[src/rtl/noc_eject_port.sv]
// Receive-side eject port: keeps flits addressed to LOCAL_ID, buffers them and hands them to the core over valid/ready.
// Optional NOC_EJECT_STATS_EN adds saturating accepted/dropped flit counters.
//
// state   | meaning
// S_IDLE  | output stage empty, core_valid=0
// S_VALID | output stage holds a flit, first cycle offered
// S_STALL | output stage holds a flit the core has not yet taken
module noc_eject_port #(
   parameter logic [3:0] LOCAL_ID = 4'd0,
   parameter int          DEPTH    = 8,
   parameter int          AW       = 3
) (
   input  logic       clk,
   input  logic       reset,
   input  logic [7:0] flit_in,
   input  logic       flit_wr,
   output logic       flit_full,
   output logic [7:0] core_data,
   output logic       core_valid,
   input  logic       core_ready,
   output logic       err_misroute,
   output logic       err_ovf,
   input  logic       err_clr
`ifdef NOC_EJECT_STATS_EN
   ,
   output logic [15:0] rx_cnt,
   output logic [15:0] drop_cnt
`endif
);

   typedef enum logic [1:0] {S_IDLE, S_VALID, S_STALL} state_t;

   localparam logic [AW:0] FULL_CNT = (AW+1)'(DEPTH);

   state_t        r_state, w_state_nxt;
   logic [7:0]    r_mem [DEPTH];
   logic [AW-1:0] r_wr_ptr, r_rd_ptr;
   logic [AW:0]   r_count, w_count_nxt;
   logic [7:0]    r_core_data;
   logic          r_full, r_err_mis, r_err_ovf;
   logic          w_match, w_push, w_pop, w_empty, w_drop_mis, w_drop_ovf;

   assign w_empty    = (r_count == '0);
   assign w_match    = (flit_in[3:0] == LOCAL_ID);
   // A pop in the same cycle frees a slot, so a full FIFO can still take a flit.
   assign w_push     = flit_wr && w_match && ((r_count != FULL_CNT) || w_pop);
   assign w_drop_mis = flit_wr && !w_match;
   assign w_drop_ovf = flit_wr && w_match && !w_push;

   always_comb begin
      w_count_nxt = r_count;
      case ({w_push, w_pop})
         2'b10:   w_count_nxt = r_count + 1'b1;
         2'b01:   w_count_nxt = r_count - 1'b1;
         default: w_count_nxt = r_count;
      endcase
   end

   always_comb begin
      w_state_nxt = r_state;
      w_pop       = 1'b0;
      case (r_state)
         S_IDLE: begin
            if (!w_empty) begin
               w_pop       = 1'b1;
               w_state_nxt = S_VALID;
            end
         end
         S_VALID, S_STALL: begin
            if (core_ready) begin
               if (!w_empty) begin
                  w_pop       = 1'b1;
                  w_state_nxt = S_VALID;
               end else begin
                  w_state_nxt = S_IDLE;
               end
            end else begin
               w_state_nxt = S_STALL;
            end
         end
         default: w_state_nxt = S_IDLE;
      endcase
   end

   always_ff @(posedge clk) begin
      if (w_push) r_mem[r_wr_ptr] <= flit_in;
   end

   always_ff @(posedge clk or negedge reset) begin
      if (!reset) begin
         r_state     <= S_IDLE;
         r_wr_ptr    <= '0;
         r_rd_ptr    <= '0;
         r_count     <= '0;
         r_full      <= 1'b0;
         r_core_data <= 8'h00;
         r_err_mis   <= 1'b0;
         r_err_ovf   <= 1'b0;
      end else begin
         r_state <= w_state_nxt;
         r_count <= w_count_nxt;
         r_full  <= (w_count_nxt == FULL_CNT);
         if (w_push) r_wr_ptr <= r_wr_ptr + 1'b1;
         if (w_pop) begin
            r_rd_ptr    <= r_rd_ptr + 1'b1;
            r_core_data <= r_mem[r_rd_ptr];
         end
         // Set has priority over clear so a coincident error is never lost.
         r_err_mis <= w_drop_mis || (r_err_mis && !err_clr);
         r_err_ovf <= w_drop_ovf || (r_err_ovf && !err_clr);
      end
   end

   assign flit_full    = r_full;
   assign core_data    = r_core_data;
   assign core_valid   = (r_state != S_IDLE);
   assign err_misroute = r_err_mis;
   assign err_ovf      = r_err_ovf;

`ifdef NOC_EJECT_STATS_EN
   logic [15:0] r_rx_cnt, r_drop_cnt;

   // Unlike the sticky flags, clear wins over a coincident increment here.
   always_ff @(posedge clk or negedge reset) begin
      if (!reset) begin
         r_rx_cnt   <= '0;
         r_drop_cnt <= '0;
      end else if (err_clr) begin
         r_rx_cnt   <= '0;
         r_drop_cnt <= '0;
      end else begin
         if (w_push && (r_rx_cnt != 16'hFFFF)) r_rx_cnt <= r_rx_cnt + 1'b1;
         if ((w_drop_mis || w_drop_ovf) && (r_drop_cnt != 16'hFFFF))
            r_drop_cnt <= r_drop_cnt + 1'b1;
      end
   end

   assign rx_cnt   = r_rx_cnt;
   assign drop_cnt = r_drop_cnt;
`endif

endmodule

[config.mk]
export PLATFORM = sky130hd
export DESIGN_NAME = noc_eject_port
export DESIGN_NICKNAME = d
export VERILOG_FILES = /design/src/rtl/noc_eject_port.sv
export SDC_FILE = /design/constraint.sdc
export NUM_CORES = 1
export LEC_CHECK = 0
export ABC_CLOCK_PERIOD_IN_PS = 4000
export CORE_UTILIZATION = 42
export DETAILED_ROUTE_END_ITERATION = 7
export PLACE_DENSITY = 0.65
export SYNTH_ARGS = -nofsm -noshare
export SYNTH_HDL_FRONTEND = slang
export SYNTH_SLANG_ARGS = --single-unit
[constraint.sdc]
create_clock -name clk -period 4 [get_ports clk]
set_input_delay 0.8 -clock clk [delete_from_list [all_inputs] [get_ports clk]]
set_output_delay 0.8 -clock clk [all_outputs]
set_load 0.01 [all_outputs]
==> metrics.md <==
| Metric | Value |
|---|---|
| CTS buffer count | 9 |
| Top FF cell, synth | edfxtp_1 |
| Fin crit period | ~3100 ps |
| Synth Register Bits | a little under 90 |
| R2r endpoint | flit_full |
| Die area | about 9000 sq um |
| Setup TNS | 0 ps |
| Clk Latency, worst-skew pair | between 300 and 400 ps |
| Fill count | 700 |
| Synth Area per Inst | approximately 17 sq um |
| R2R Setup Slk | approximately 1300 ps |
| HP Start | core_data[7] |
| CTS resizes | 0 |
| Ports | 25 |
| Register area share after synthesis | 0.6787 |
| Leakage | around 1.5 nW |
| Top cell type's share of synthesized area | 0.5223 |
| DP Cell Count | 353 |
| TritonCTS clock tree | built |
| Switch Pwr | ~1.1 mW |
| Setup Slack @ Placement | approximately 460 ps |
| Fin. max-slew vios | 0 |
| Post-CTS Setup Inserts | 0 |
| CP Capture Type | register |
| First-pass GRT wire length | about 11000 um |
| Arrival @ worst endpoint | approximately 3400 ps |
| Worst R2R Start | r_state[0] |
| Antenna diodes | 0 |
| Power per cell area | slightly below 700 nW/um^2 |
| Detailed-route wire length per cell | around 18 um |
| Final WS setup | between 800 and 900 ps |
| XOR/XNOR share of the synthesized area | 0.01666 |
| Mux contribution to synthesized area | 0.1227 |
| Final Util | 0.5119 |
| H-tree level count | 3 |
| Hold Crit Depth | 2 |
| Register share of total power | 0.437 |
| Final hold violation count | 0 |
| # DRC | 0 |
| Final setup fails | 0 |
| Multi-input logic area | around 1100 sq um |
| Design area | around 4300 sq um |
| Via-to-Cell Ratio | ~5.3 |
| Top post-synthesis cells by area | edfxtp_1, dfrtp_1, mux4_2 |
| Logic gate share of total power | 0.369 |
| Row cnt | 33 |
| Final ANT Viol Nets | 0 |
| Final GP Congestion | 0.7550 |
| Global route overflow | 0 |
| Die height | approximately 96 um |
| Post-Synth Simple-Gate Area | 0.07072 |
| Max clock buf depth | 2 |
| Hold buffers post-CTS | 0 |
| Dpl cell area | around 4100 sq um |
| Post-Syn Instances | ~220 |
| Root Buffer | clkbuf_8 |
| Worst-Margin Slew | ~1100 ps |
| Initial Util | 0.4412 |
| Max-Cap Viols | 0 |
| Vias in the first global route | about 2000 |
| GRT Util Overall | 0.1681 |
| Final net count | roughly 280 |
| Post-synth EDFFs | 64 |
| Sw frac | 0.3642 |
| Syn_nets | 242 |
| Final Cycle Share | 0.7853 |
| DP HPWL | 4287 um |
| Maximum VDD drop | 0.3379 mV |
| CP max FO | 9 |
| Pin count of the biggest net entering global routing | 24 |
| Hold crit path type | register to register |
| Fmax | roughly 0.32 GHz |
| Chip width | approximately 96 um |
| Initial antenna violation count | 0 |
| Vias | 1971 |
| CP Launch Type | input pin |
| Post-Syn Area | about 3700 sq um |
| Worst Hold Margin | between 500 and 600 ps |
| Layout cells sized above 1 | 0.2235 |
| Slew HR | 0.2460 |
| 1st-iter DRT viols | 63 |
| Num Clock Sinks | slightly below 90 |
| Library cells used by synthesis | 47 |
| Pint | roughly 1.9 mW |
| WS Path Type | input pin to register |
| Synth Warn # | 0 |
| Worst Hold End | core_data[7] |
| Status | completed |
| Synth Area in Adders | 0.02584 |
| Fraction of registers with async set/reset | 0.2644 |
| Core area | 8341 sq um |
| Clock Skews | 15.79 ps |
| RSZ-0062 raised after global routing | no |
| WP data required | 4240 ps |
| Final WL | around 6600 um |
| Overall Power | about 3.0 mW |
| Worst-path clk slew | ~90 ps |
| Reg2reg path depth | 12 |
| Area leader, netlist | edfxtp_1 |
| Area delta synth->final | 16.01% |
| Buffers on Ports | 24 |
| Reg area | around 2500 sq um |
| Clock power share | 0.194 |
| Fin cells | between 300 and 400 |
| Compound-Gate Fraction of Synth Area | 0.06358 |
| Largest family of logic cells by synthesized area | multiplexers |
| Pre-Repair DR Iteration Count | 4 |
-- cell usage in the layout (no fill, tap or decap), types with 2 or more instances in the layout --
| cell | instances |
|---|---|
| a211oi_1 | 2 |
| a21oi_1 | 11 |
| a21oi_2 | 2 |
| buf_4 | 9 |
| clkbuf_8 | 9 |
| clkdlybuf4s50_1 | 24 |
| dfrtp_1 | 23 |
| edfxtp_1 | 64 |
| ha_1 | 6 |
| inv_1 | 10 |
| inv_6 | 4 |
| mux2i_1 | 8 |
| mux4_2 | 16 |
| nand2_1 | 12 |
| nand2b_1 | 3 |
| nor2_1 | 12 |
| nor2_2 | 2 |
| nor3_1 | 3 |
| nor3_2 | 3 |
| o21ai_0 | 2 |
| o21ai_1 | 2 |
| o22ai_1 | 3 |
| xnor2_1 | 5 |
| xor2_1 | 2 |
-- how the worst max path moves through the flow --
stage / to / from / slack [ps] / cells after the start
6_report: flit_full / flit_in[3] / 860 / 11
2_1_floorplan: r_mem[0][0] / flit_in[1] / 1310 / 4
4_1_cts: flit_full / flit_in[2] / 850 / 11
3_5_place_dp: flit_full / flit_in[2] / 460 / 11
3_3_place_gp: flit_full / flit_in[1] / 550 / 11
5_1_grt: flit_full / flit_in[0] / 590 / 11
-- power groups by stage --
stage / clock network, mW / logic (mW) / registers [mW]
after floorplan: 0 / 0.921 / 1.19
after global placement: 0 / 1.08 / 1.32
after detailed placement: 0 / 1.10 / 1.32
after CTS: 0.590 / 1.10 / 1.30
after global routing: 0.621 / 1.21 / 1.32
final: 0.576 / 1.09 / 1.29
-- metal layers --
layer	GRT usage	vias up	routed length, um
li1	-	928	-
met1	0.2191	1005	3125
met2	0.2679	26	3190
met3	0.03110	12	158
met4	0.08955	0	159
met5	0	-	0
-- sequential cells by signal, summed over array words and instances, names as in the netlist --
signal and cells:
r_rd_ptr 3, r_state 2, core_data 8, err_misroute 1, flit_full 1, err_ovf 1
r_mem 64, r_wr_ptr 3, r_count 4
-- cell usage after synthesis (3+ instances only) --
library cell,n
nor3_2,3
mux2i_1,8
mux4_2,16
nor3_1,3
inv_1,10
ha_1,6
xnor2_1,5
dfrtp_1,23
nor2_1,12
nand2b_1,3
nand2_1,12
edfxtp_1,64
buf_2,4
a21oi_1,11
o22ai_1,3
-- critical path, cell delays in order --
cell and delay, ps:
clkdlybuf4s50_1 690, nor4_4 110, a211oi_2 420, nand2_1 170, inv_2 110, ha_1 230, a21oi_1 220, o21ai_0 160
o2bb2ai_1 150, a211oi_1 230, o22ai_1 90
-- cell families (layout without fill, tap and decap cells) --
group,Yosys count,count (layout)
AO/OA/AOI/OAI,33,33
buffers and inverters,18,60
AND/OR/NAND/NOR,45,45
adder cells (fa/ha/maj),7,7
XOR/XNOR,7,7
flip-flops,87,87
multiplexers,25,25
-- cell type report --
cell class / instances / area share
flip-flops and latches: 87 / 0.5850
well taps: 105 / 0.03077
inverters: 11 / 0.009672
repair buffers: 33 / 0.07210
clock inverters: 7 / 0.01377
clock buffers: 9 / 0.02902
multi-input cells: 117 / 0.2597
Note: power is estimated with default switching activity, not from simulation.
